==> config.mk <==
export PLATFORM = sky130hd
export DESIGN_NAME = data_unpacker
export DESIGN_NICKNAME = d
export VERILOG_FILES = /design/src/rtl/data_unpacker.sv
export SDC_FILE = /design/constraint.sdc
export NUM_CORES = 1
export LEC_CHECK = 0
export ABC_AREA = 0
export BUFFER_PORTS_ARGS = -buffer_cell sky130_fd_sc_hd__buf_2
export CELL_PAD_IN_SITES_DETAIL_PLACEMENT = 0
export CELL_PAD_IN_SITES_GLOBAL_PLACEMENT = 2
export CORE_MARGIN = 2
export CORE_UTILIZATION = 33
export CTS_CLUSTER_DIAMETER = 80
export DETAILED_ROUTE_END_ITERATION = 8
export PLACE_DENSITY = 0.85
export SLEW_MARGIN = 30
export SYNTH_ARGS = -nofsm -noshare
export SYNTH_HDL_FRONTEND = slang
export SYNTH_SLANG_ARGS = --single-unit
==> constraint.sdc <==
create_clock -name clk -period 11.3 [get_ports clk]
set_input_delay 1.695 -clock clk [delete_from_list [all_inputs] [get_ports clk]]
set_output_delay 1.695 -clock clk [all_outputs]
set_load 0.005 [all_outputs]
==> src/rtl/data_unpacker.sv <==
// rtl/data_unpacker.sv - wide-to-narrow LSB-first slice serializer with zero-bubble word reload
// Optional build macro: DATA_UNPACKER_STATS_EN adds stat_words/stat_slices transfer counters.
module data_unpacker #(
    parameter int IN_WIDTH  = 128,
    parameter int OUT_WIDTH = 64,
    parameter int OP_WIDTH  = 16,
    localparam int NUM_LANES = IN_WIDTH / OUT_WIDTH,
    localparam int LANE_W    = $clog2(NUM_LANES + 1)
) (
    input  logic                 clk,
    input  logic                 reset,
    input  logic                 s_read_req,
    output logic                 s_read_ready,
    input  logic [IN_WIDTH-1:0]  s_read_data,
    input  logic [LANE_W-1:0]    s_read_lanes,
    output logic                 m_read_req,
    input  logic                 m_read_ready,
    output logic [OUT_WIDTH-1:0] m_read_data,
    output logic                 m_read_last
`ifdef DATA_UNPACKER_STATS_EN
    ,
    output logic [31:0]          stat_words,
    output logic [31:0]          stat_slices
`endif
);

    localparam logic [0:0] IDLE  = 1'b0;
    localparam logic [0:0] DRAIN = 1'b1;

    if ((IN_WIDTH % OUT_WIDTH) != 0) begin : g_bad_in_width
        $error("IN_WIDTH must be an integer multiple of OUT_WIDTH");
    end
    if ((OUT_WIDTH % OP_WIDTH) != 0) begin : g_bad_op_width
        $error("OUT_WIDTH must be an integer multiple of OP_WIDTH");
    end

    logic [0:0]          state_q, state_d;
    logic [IN_WIDTH-1:0] buf_q, buf_d;
    logic [LANE_W-1:0]   lane_q, lane_d;
    logic [LANE_W-1:0]   limit_q, limit_d;
    logic [LANE_W-1:0]   lanes_eff;
    logic                s_xfer;
    logic                m_xfer;

    assign m_read_req   = (state_q == DRAIN);
    assign m_read_last  = (state_q == DRAIN) && (lane_q == limit_q);
    assign m_read_data  = buf_q[OUT_WIDTH-1:0];
    // Ready may rise in the same cycle the last slice leaves, giving back-to-back words.
    assign s_read_ready = (state_q == IDLE) || (m_read_last && m_read_ready);
    assign s_xfer       = s_read_req && s_read_ready;
    assign m_xfer       = m_read_req && m_read_ready;

    // Zero or out-of-range lane counts mean a full word.
    assign lanes_eff = ((s_read_lanes == '0) || (s_read_lanes > LANE_W'(NUM_LANES)))
                       ? LANE_W'(NUM_LANES) : s_read_lanes;

    always_comb begin
        state_d = state_q;
        buf_d   = buf_q;
        lane_d  = lane_q;
        limit_d = limit_q;
        if (s_xfer) begin
            buf_d   = s_read_data;
            lane_d  = '0;
            limit_d = lanes_eff - LANE_W'(1);
            state_d = DRAIN;
        end else if (m_xfer) begin
            if (m_read_last) begin
                state_d = IDLE;
            end else begin
                buf_d  = buf_q >> OUT_WIDTH;
                lane_d = lane_q + LANE_W'(1);
            end
        end
    end

    always_ff @(posedge clk or posedge reset) begin
        if (reset) begin
            state_q <= IDLE;
            buf_q   <= '0;
            lane_q  <= '0;
            limit_q <= '0;
        end else begin
            state_q <= state_d;
            buf_q   <= buf_d;
            lane_q  <= lane_d;
            limit_q <= limit_d;
        end
    end

`ifdef DATA_UNPACKER_STATS_EN
    logic [31:0] stat_words_q, stat_words_d;
    logic [31:0] stat_slices_q, stat_slices_d;

    always_comb begin
        stat_words_d  = stat_words_q + (s_xfer ? 32'd1 : 32'd0);
        stat_slices_d = stat_slices_q + (m_xfer ? 32'd1 : 32'd0);
    end

    always_ff @(posedge clk or posedge reset) begin
        if (reset) begin
            stat_words_q  <= '0;
            stat_slices_q <= '0;
        end else begin
            stat_words_q  <= stat_words_d;
            stat_slices_q <= stat_slices_d;
        end
    end

    assign stat_words  = stat_words_q;
    assign stat_slices = stat_slices_q;
`endif

endmodule

# Yosys cells after proc, flatten, opt, wreduce, memory -nomap -nowiden
# Index checks and enable logic that the tools add are counted.
dict set report word_totals {
  input_bits 134
  word_cells 31
  register_bits 133
}
dict set report classes {
  n_addsub 2
  eq_ne 2
  n_reduce_logical 11
  order_cmp 1
  bitwise 1
  muxes 10
}
# operator n
set ops {}
lappend ops {{$mux W128} 3}
lappend ops {{$mux W2} 4}
lappend ops {{$logic_and A1 B1 Y1} 4}
lappend ops {{$reduce_and A2 Y1} 2}
lappend ops {{$reduce_bool A2 Y1} 2}
lappend ops {{$mux W1} 3}
lappend ops {{$add A2 B1 Y2 const B} 1}
lappend ops {{$eq A2 B2 Y1} 1}
lappend ops {{$gt A2 B2 Y1 const B} 1}
lappend ops {{$logic_not A2 Y1} 1}
lappend ops {{$logic_or A1 B1 Y1} 2}
lappend ops {{$ne A2 B1 Y1 const B} 1}
lappend ops {{$sub A2 B1 Y2 const B} 1}
lappend ops {{$not A1 Y1} 1}

# Longest topological paths before layout
# Gate-level depths: netlist of the first run.
dict set report logic_depth {
  ltp_word 7
  depth_mapped 7
  depth_no_buf 4
}

# Worst setup path after synthesis of the first run
# OpenSTA, ideal clock, no wires.
dict set report synth_path {
  path_kind {input to output}
  start {input port m_read_ready}
  end {output port s_read_ready}
  cell_stages 2
  t_arrival_ns 1.968
  path_slack_ns 7.637
  cell_sequence {nand2b_1 > o21ai_2}
}
dict set report synth_via {
  elab_chain_len 2
}
# item line
set synth_lines {}
lappend synth_lines {{start, declared} 17} ;# input logic m_read_ready,
lappend synth_lines {{$logic_and A1 B1 Y1} 49} ;# assign s_read_ready = (state_q == IDLE) || (m_read_last && m_read_ready);
lappend synth_lines {{$logic_or A1 B1 Y1} 49}
lappend synth_lines {{end, declared} 13} ;# output logic s_read_ready,
# Every way passes these cells.

# Worst setup path in the final report of the first run
# Ends and elaborated chain as after synthesis.

==> results of run 1 <==
## final cells by class
| class | count | area (um^2) |
|---|---|---|
| fillers | 1712 | 10100 |
| flip-flops and latches | 132 | 3300 |
| multi-input cells | 268 | 1760 |
| repair buffers | 205 | 1050 |
| clock buffers | 24 | 492 |
| well taps | 225 | 282 |
| clock inverters | 8 | 123 |
| inverters | 4 | 20.0 |
## power groups by stage
stage                     combinational (mW)  sequential, mW  clock [mW]
after global placement                 0.660           0.819           0
after CTS                              0.682           0.824       0.587
after floorplan                        0.603           0.790           0
after global routing                   0.754           0.853       0.608
final                                  0.669           0.824       0.569
after detailed placement               0.681           0.827           0
## path summary, 6_finish.rpt
path                            slack (ns)                      to  depth (start not counted)                   from
worst min register to register        0.46   buf_q[34]$_DFFE_PP0P_                          2  buf_q[34]$_DFFE_PP0P_
max in group asynchronous             8.81  buf_q[102]$_DFFE_PP0P_                          4                  reset
worst max-delay path                  7.32            s_read_ready                          4           m_read_ready
worst max register to register        8.70   buf_q[83]$_DFFE_PP0P_                          4  lane_q[0]$_DFFE_PP0P_
worst min-delay path                  0.46   buf_q[34]$_DFFE_PP0P_                          2  buf_q[34]$_DFFE_PP0P_
min in group asynchronous             1.33   buf_q[90]$_DFFE_PP0P_                          2                  reset
## metal layers
layer | wire length, um | vias up | part of all wire (%)
met3 | 1050 | 17 | 7.5
li1 | - | 1970 | -
met2 | 6310 | 156 | 45
met1 | 6380 | 2098 | 46
met4 | 229 | 0 | 1.6
met5 | 0 | - | 0
## per-stage QoR
stage               instance area [um^2]  instances  utilization (%)
detailed placement                  6420        834             37.5
global placement                    6400        833             37.4
finish                              7040        866             41.1
floorplan                           5730        503                -
global route                        7040        866             41.1
CTS                                 7030        866             41.1
## placed cells by master (no fill, tap or decap), drive strengths merged, types with 3 or more instances in the layout
master and n:
buf 205, dfrtp 132, nand2 103, a22o 64, a22oi 48, clkbuf 24, nand2b 18, o221a 15
inv 4, o21ai 4, nor2 3, clkinvlp 3, bufinv 3
## critical path: cells and delay by family
| kind | cells | cell delay (ns) |
|---|---|---|
| buffers and inverters | 2 | 0.28 |
| AOI/OAI and AO/OA | 1 | 0.18 |
| and+or+nand+nor | 1 | 0.13 |
## kinds of logic (layout without fill, tap and decap cells)
kind of cell | count (synthesis) | count (layout) | share of synthesized area [%]
xor gates and xnor gates | 2 | 2 | 0.437
AOI/OAI and AO/OA | 139 | 139 | 20.7
muxes | 2 | 2 | 0.371
and+or+nand+nor | 125 | 125 | 9.03
DFF | 132 | 132 | 57.7
buffers and inverters | 103 | 241 | 11.8
## state kept, by name, indices dropped and copies added, names as in the netlist
name,flops
buf_q,128
limit_q,1
lane_q,2
m_read_req,1
==> out/results.md, run 1 <==
| Result | Value | Unit |
| --- | --- | --- |
| Net Count, Synth | 637 | - |
| Unique masters post-synth | 26 | - |
| Total global routing track utilization | 15.7 | % |
| Peak clock frequency supported by timing | 251 | MHz |
| Leakage power of the design | 3.66 | nW |
| Category of the worst setup path capture point | primary output | - |
| Core footprint | 17100 | um^2 |
| Number of port buffers | 200 | - |
| Sequential cell fraction of total power | 39.9 | % |
| Highest cell delay on the worst timing path | 0.18 | ns |
| Unrepaired setup endpoints after global routing | false | - |
| Max stage delay cell, worst path | sky130_fd_sc_hd__o21ai_2 | - |
| Sw power | 679 | uW |
| Flip-flop and latch count after synthesis | 132 | - |
| Number of rows created at floorplan | 48 | - |
| First-pass GRT wire length | 22600 | um |
| Layout cell share with drive strength beyond 1 | 39.9 | % |
| Critical path data arrival time | 2.29 | ns |
| Count of nets left with antenna violations after detail routing | 0 | - |
| Cell Chain, Critical Path | buf_2 -> nand2b_1 -> o21ai_2 -> buf_2 | - |
| Met3 routing resource usage after global routing | 4.56 | % |
| Kind of critical path | input pin to primary output | - |
| Share of total power in combinational logic | 32.4 | % |
| Library cell occupying the most area in the post-synthesis netlist | sky130_fd_sc_hd__dfrtp_1 | - |
| Total Power | 2.06 | mW |
| Post-cts hold buffer count | 0 | - |
| Detail-routed net length per standard cell | 16.1 | um |
| Synth-to-layout area growth | 22.9 | % |
| Warnings, synthesis | 0 | - |
| Worst endpoint required time | 9.61 | ns |
| Maximum vdd ir drop | 134 | uV |
| Average via count per standard cell | 4.90 | - |
| H-tree depth | 4 | - |
| Final clock skew | 0.00984 | ns |
| Final worst-path cycle share | 35.2 | % |
| Ports | 201 | - |
| Cell with the most instances after synthesis | sky130_fd_sc_hd__dfrtp_1 | - |
| Synth area leaders | sky130_fd_sc_hd__dfrtp_1 (58%), sky130_fd_sc_hd__a22o_1 (9.8%), sky130_fd_sc_hd__buf_4 (8.8%), sky130_fd_sc_hd__nand2_1 (6.8%), sky130_fd_sc_hd__a22oi_1 (6.3%) | - |
| DRT iter0 DRCs | 228 | - |
| Number of antenna violations at the first check in global routing | 0 | - |
| Worst slack, placed | 7.29 | ns |
| Average cell area after synthesis | 11.4 | um^2 |
| Clock Sinks | 132 | - |
| Placed wire-length estimate | 9240 | um |
| Type of origin of the critical path | input pin | - |
| Final setup fails | 0 | - |
| Final Wtd Congestion | 0.734 | - |
| Share of synthesized registers carrying an async set or reset | 100 | % |
| Maximum fanout along the worst path | 5 | - |
| Die width | 136 | um |
| Met2 usage | 23.2 | % |
| Most frequent cells after synthesis | sky130_fd_sc_hd__dfrtp_1 (132), sky130_fd_sc_hd__nand2_1 (103), sky130_fd_sc_hd__buf_4 (67) | - |
| Most crowded layer after global routing | met2 | - |
| Area share of the largest cell type after synthesis | 57.7 | % |
| Sum of negative setup slack | 0 | ns |
| Switching part of the total power | 32.9 | % |
| Vias | 4241 | - |
| Antenna diode instance count | 0 | - |
| Internal Power | 1.38 | mW |
| Final min period | 3.98 | ns |
| Maximum number of pins on one net before global-route repair | 100 | - |
| Combined area of all synthesized cells | 5730 | um^2 |
| Library cell appearing most often on the critical path | sky130_fd_sc_hd__buf_2 | - |
| Initial Util | 33.5 | % |
| Number of maximum-capacitance constraint violations | 0 | - |
| Number of CTS-inserted buffers | 17 | - |
| Detailed-route DRC error count | 0 | - |
| Final WS setup | 7.32 | ns |
| Worst-case clock buffer depth | 2 | - |
| Slew at the pin closest to its max-slew limit | 0.843 | ns |
| Root Driver | sky130_fd_sc_hd__clkbuf_16 | - |
| Aggregate routed wire length | 14000 | um |
| Routing usage on met1 | 21.5 | % |
| CTS clock-pin slew for the worst setup and hold paths | 0.06 | ns |
| Number of flops mapped to enable cells by yosys | 0 | - |
| Clock insertion delay at the later pin of the skew report | 0.41 | ns |
| Die outline height | 136 | um |
| Cells after Synth | 503 | - |
| Clock network fraction of total power | 27.6 | % |
| Result of the run | complete, no violations | - |
| Clock tree from TritonCTS | done | - |
| Via count of the first global-routing pass | 4367 | - |
| Post-cts gate resize count | 0 | - |
| Tightest Hold Check Type | register to register | - |
| Number of pins with negative max-slew slack in the final report | 0 | - |
| Relative slew margins | 43.8 | % |
| Worst hold margin | 0.464 | ns |
| Net count reported at finish | 762 | - |
| Remaining Overflow, GRT | 0 | - |
| Power density over cell area | 293 | nW/um^2 |
| Post-CTS Setup Bufs | 0 | - |
| Number of endpoints with negative hold slack in the final report | 0 | - |
| Number of detailed-routing iterations run before antenna repair | 4 | - |
| Sequential share of the synthesized area | 57.7 | % |
| Synth Flop Type | sky130_fd_sc_hd__dfrtp_1 | - |
| Area of the die | 18400 | um^2 |
Power figures use the tool's default switching activity.
==> run 2, diff against run 1 <==
- CORE_UTILIZATION: 33 -> 28
- PLACE_DENSITY: 0.85 -> 0.76
- clock period: 11.3 -> 3.2 ns (I/O delays scaled with it)
==> out/results.md, run 2 (same netlist as run 1, synthesis figures left out) <==
| Result | Value | Unit | vs previous |
| --- | --- | --- | --- |
| Core footprint | 20200 | um^2 | +18% |
| Sum of negative setup slack | 0 | ns | unchanged |
| Layout cell share with drive strength beyond 1 | 40.2 | % | +0.25 points |
| Placed wire-length estimate | 9340 | um | +1.1% |
| Synth-to-layout area growth | 24.9 | % |  |
| Post-CTS Setup Bufs | 0 | - | unchanged |
| Cell Chain, Critical Path | xnor2_1 -> a21o_4 -> buf_4 -> a22o_1 | - |  |
| Type of origin of the critical path | register | - |  |
| Clock tree from TritonCTS | done | - |  |
| Final worst-path cycle share | 67.7 | % |  |
| Sequential cell fraction of total power | 38.7 | % | -1.2 points |
| Net count reported at finish | 763 | - | +0.13% |
| Area of the die | 21600 | um^2 | +17% |
| First-pass GRT wire length | 23400 | um | +3.7% |
| Maximum vdd ir drop | 379 | uV | +180% |
| Share of total power in combinational logic | 32.2 | % | -0.2 points |
| Critical path data arrival time | 2.52 | ns | +0.23 ns |
| Slew at the pin closest to its max-slew limit | 0.760 | ns | -0.0826 ns |
| Detailed-route DRC error count | 0 | - | unchanged |
| Maximum fanout along the worst path | 52 | - | +47 |
| Count of nets left with antenna violations after detail routing | 0 | - | unchanged |
| Post-cts hold buffer count | 0 | - | unchanged |
| Clock Sinks | 132 | - | unchanged |
| Number of pins with negative max-slew slack in the final report | 0 | - | unchanged |
| Reg-to-reg critical path endpoint | buf_q[95]$_DFFE_PP0P_ | - |  |
| Average via count per standard cell | 4.62 | - | -5.6% |
| Largest registers | buf_q x128, lane_q x2 | - |  |
| Relative slew margins | 49.3 | % | +5.5 points |
| Initial Util | 28.4 | % | -5.1 points |
| Detail-routed net length per standard cell | 15.8 | um | -2.0% |
| Most common library cell in the layout ignoring fill and taps | sky130_fd_sc_hd__buf_2 | - |  |
| Clock insertion delay at the later pin of the skew report | 0.42 | ns | about the same |
| Post-cts gate resize count | 0 | - | unchanged |
| Most used cells in the layout excluding fill and tap cells | sky130_fd_sc_hd__buf_2 (200), sky130_fd_sc_hd__dfrtp_1 (132), sky130_fd_sc_hd__nand2_1 (103), sky130_fd_sc_hd__a22o_1 (64), sky130_fd_sc_hd__a22oi_1 (48) | - |  |
| Internal Power | 5.03 | mW | +260% |
| FF-to-FF path depth | 4 | - | unchanged |
| Final clock skew | 0.0122 | ns | +0.00237 ns |
| Worst endpoint required time | 3.55 | ns | -6.06 ns |
| Kind of critical path | register to register | - |  |
| Sw power | 2.44 | mW | +260% |
| Peak clock frequency supported by timing | 461 | MHz |  |
| Most flop-heavy register | buf_q | - |  |
| Result of the run | complete, no violations | - |  |
| Number of maximum-capacitance constraint violations | 0 | - | unchanged |
| First element of the critical path | lane_q[0]$_DFFE_PP0P_ | - |  |
| Number of rows created at floorplan | 52 | - | +8.3% |
| Final setup fails | 0 | - | unchanged |
| Clock network fraction of total power | 29.1 | % | +1.5 points |
| Vias | 4222 | - | -0.45% |
| H-tree depth | 4 | - | unchanged |
| Number of antenna violations at the first check in global routing | 1 | - | +1 |
| Aggregate routed wire length | 14400 | um | +3.3% |
| Switching part of the total power | 32.6 | % | -0.28 points |
| Worst-case clock buffer depth | 2 | - | unchanged |
| Total global routing track utilization | 13.7 | % | -1.9 points |
| Maximum number of pins on one net before global-route repair | 133 | - | +33% |
| Category of the worst setup path capture point | register | - |  |
| Final Wtd Congestion | 0.707 | - | -3.7% |
| DRT iter0 DRCs | 227 | - | -0.44% |
| Leakage power of the design | 3.70 | nW | +0.84% |
| Tightest Hold Check Type | input pin to asynchronous set/reset pin | - |  |
| Ports | 201 | - | unchanged |
| Remaining Overflow, GRT | 0 | - | unchanged |
| CTS clock-pin slew for the worst setup and hold paths | 0.06 | ns | about the same |
| Total Power | 7.47 | mW | +260% |
| Number of detailed-routing iterations run before antenna repair | 4 | - | unchanged |
| Die width | 147 | um | +8.3% |
| Destination of the critical timing path | buf_q[95]$_DFFE_PP0P_ | - |  |
| Die outline height | 147 | um | +8.3% |
| Highest cell delay on the worst timing path | 0.55 | ns | +0.37 ns |
| Number of flip-flops under the largest register name | 128 | - | unchanged |
| Slack of the worst reg-to-reg path | 1.03 | ns | -7.67 ns |
| Unrepaired setup endpoints after global routing | false | - |  |
| Final min period | 2.17 | ns |  |
| Filler cell count | 2081 | - | +22% |
| Via count of the first global-routing pass | 4457 | - | +2.1% |
| Number of CTS-inserted buffers | 17 | - | unchanged |
| Number of endpoints with negative hold slack in the final report | 0 | - | unchanged |
| Startpoint of the worst-slack reg-to-reg timing path | lane_q[0]$_DFFE_PP0P_ | - |  |
| Root Driver | sky130_fd_sc_hd__clkbuf_16 | - |  |
| Power density over cell area | 1040 | nW/um^2 | +260% |
| Number of port buffers | 200 | - | unchanged |
| Max stage delay cell, worst path | sky130_fd_sc_hd__a21o_4 | - |  |
==> run 2: cell types whose count changed in the layout (fill, tap and decap cells not counted), sizes merged <==
cell	change
clkbuf	-3
bufinv	+2
buf	+1
clkinv	+1
clkinvlp	-1
diode	+1
inv	+1
==> run 2: power groups by stage <==
stage	registers [mW]	clock network, mW	logic, mW
floorplan	2.79	0	2.13
global placement	2.91	0	2.38
detailed placement	2.92	0	2.46
CTS	2.90	2.24	2.46
global route	3.00	2.32	2.70
finish	2.89	2.17	2.40
==> run 2: worst min-delay path by stage <==
stage,start,end,cells after the start
finish,reset,buf_q[121]$_DFFE_PP0P_,3
global route,s_read_lanes[0],limit_q[0]$_DFFE_PP0N_,2
CTS,s_read_lanes[0],limit_q[0]$_DFFE_PP0N_,2
detailed placement,buf_q[29]$_DFFE_PP0P_,buf_q[29]$_DFFE_PP0P_,2
global placement,buf_q[45]$_DFFE_PP0P_,buf_q[45]$_DFFE_PP0P_,2
floorplan,buf_q[16]$_DFFE_PP0P_,buf_q[16]$_DFFE_PP0P_,2
==> run 2: layer usage <==
layer / up-vias / routed length, um / global-route usage (%)
met5: - / 0 / 0
met4: 0 / 204 / 5.14
met3: 14 / 980 / 4.72
met2: 146 / 6830 / 21.7
met1: 2085 / 6410 / 17.5
li1: 1977 / - / -
==> run 2: layout make-up <==
cell class | count | area (um^2) | area share (%)
sequential | 132 | 3300 | 46.2
multi-input combinational | 268 | 1760 | 24.6
timing repair buffer | 206 | 1070 | 15.0
clock buffer | 21 | 460 | 6.44
tap | 270 | 338 | 4.72
clock inverter | 11 | 198 | 2.76
inverter | 4 | 18.8 | 0.262
antenna | 1 | 2.50 | 0.0350
==> run 2: worst max-delay path: cells and delay by family (launching register included) <==
family / cells / cell delay [ns]
compound gates: 2 / 0.74
xor+xnor: 1 / 0.45
buf+inv: 1 / 0.43
flops: 1 / 0.45
==> run 2: stage by stage <==
stage / hold slack (ns) / worst slack, ns / util [%] / cell area, um^2 / std cells
finish: 0.222 / 1.03 / 35.5 / 7150 / 913
global route: 0.246 / 0.791 / 35.5 / 7150 / 913
CTS: 0.225 / 0.983 / 35.5 / 7150 / 912
floorplan: 0.447 / 1.08 / - / 5730 / 503
global placement: 0.454 / 1.09 / 32.2 / 6490 / 880
detailed placement: 0.457 / 0.997 / 32.2 / 6490 / 880
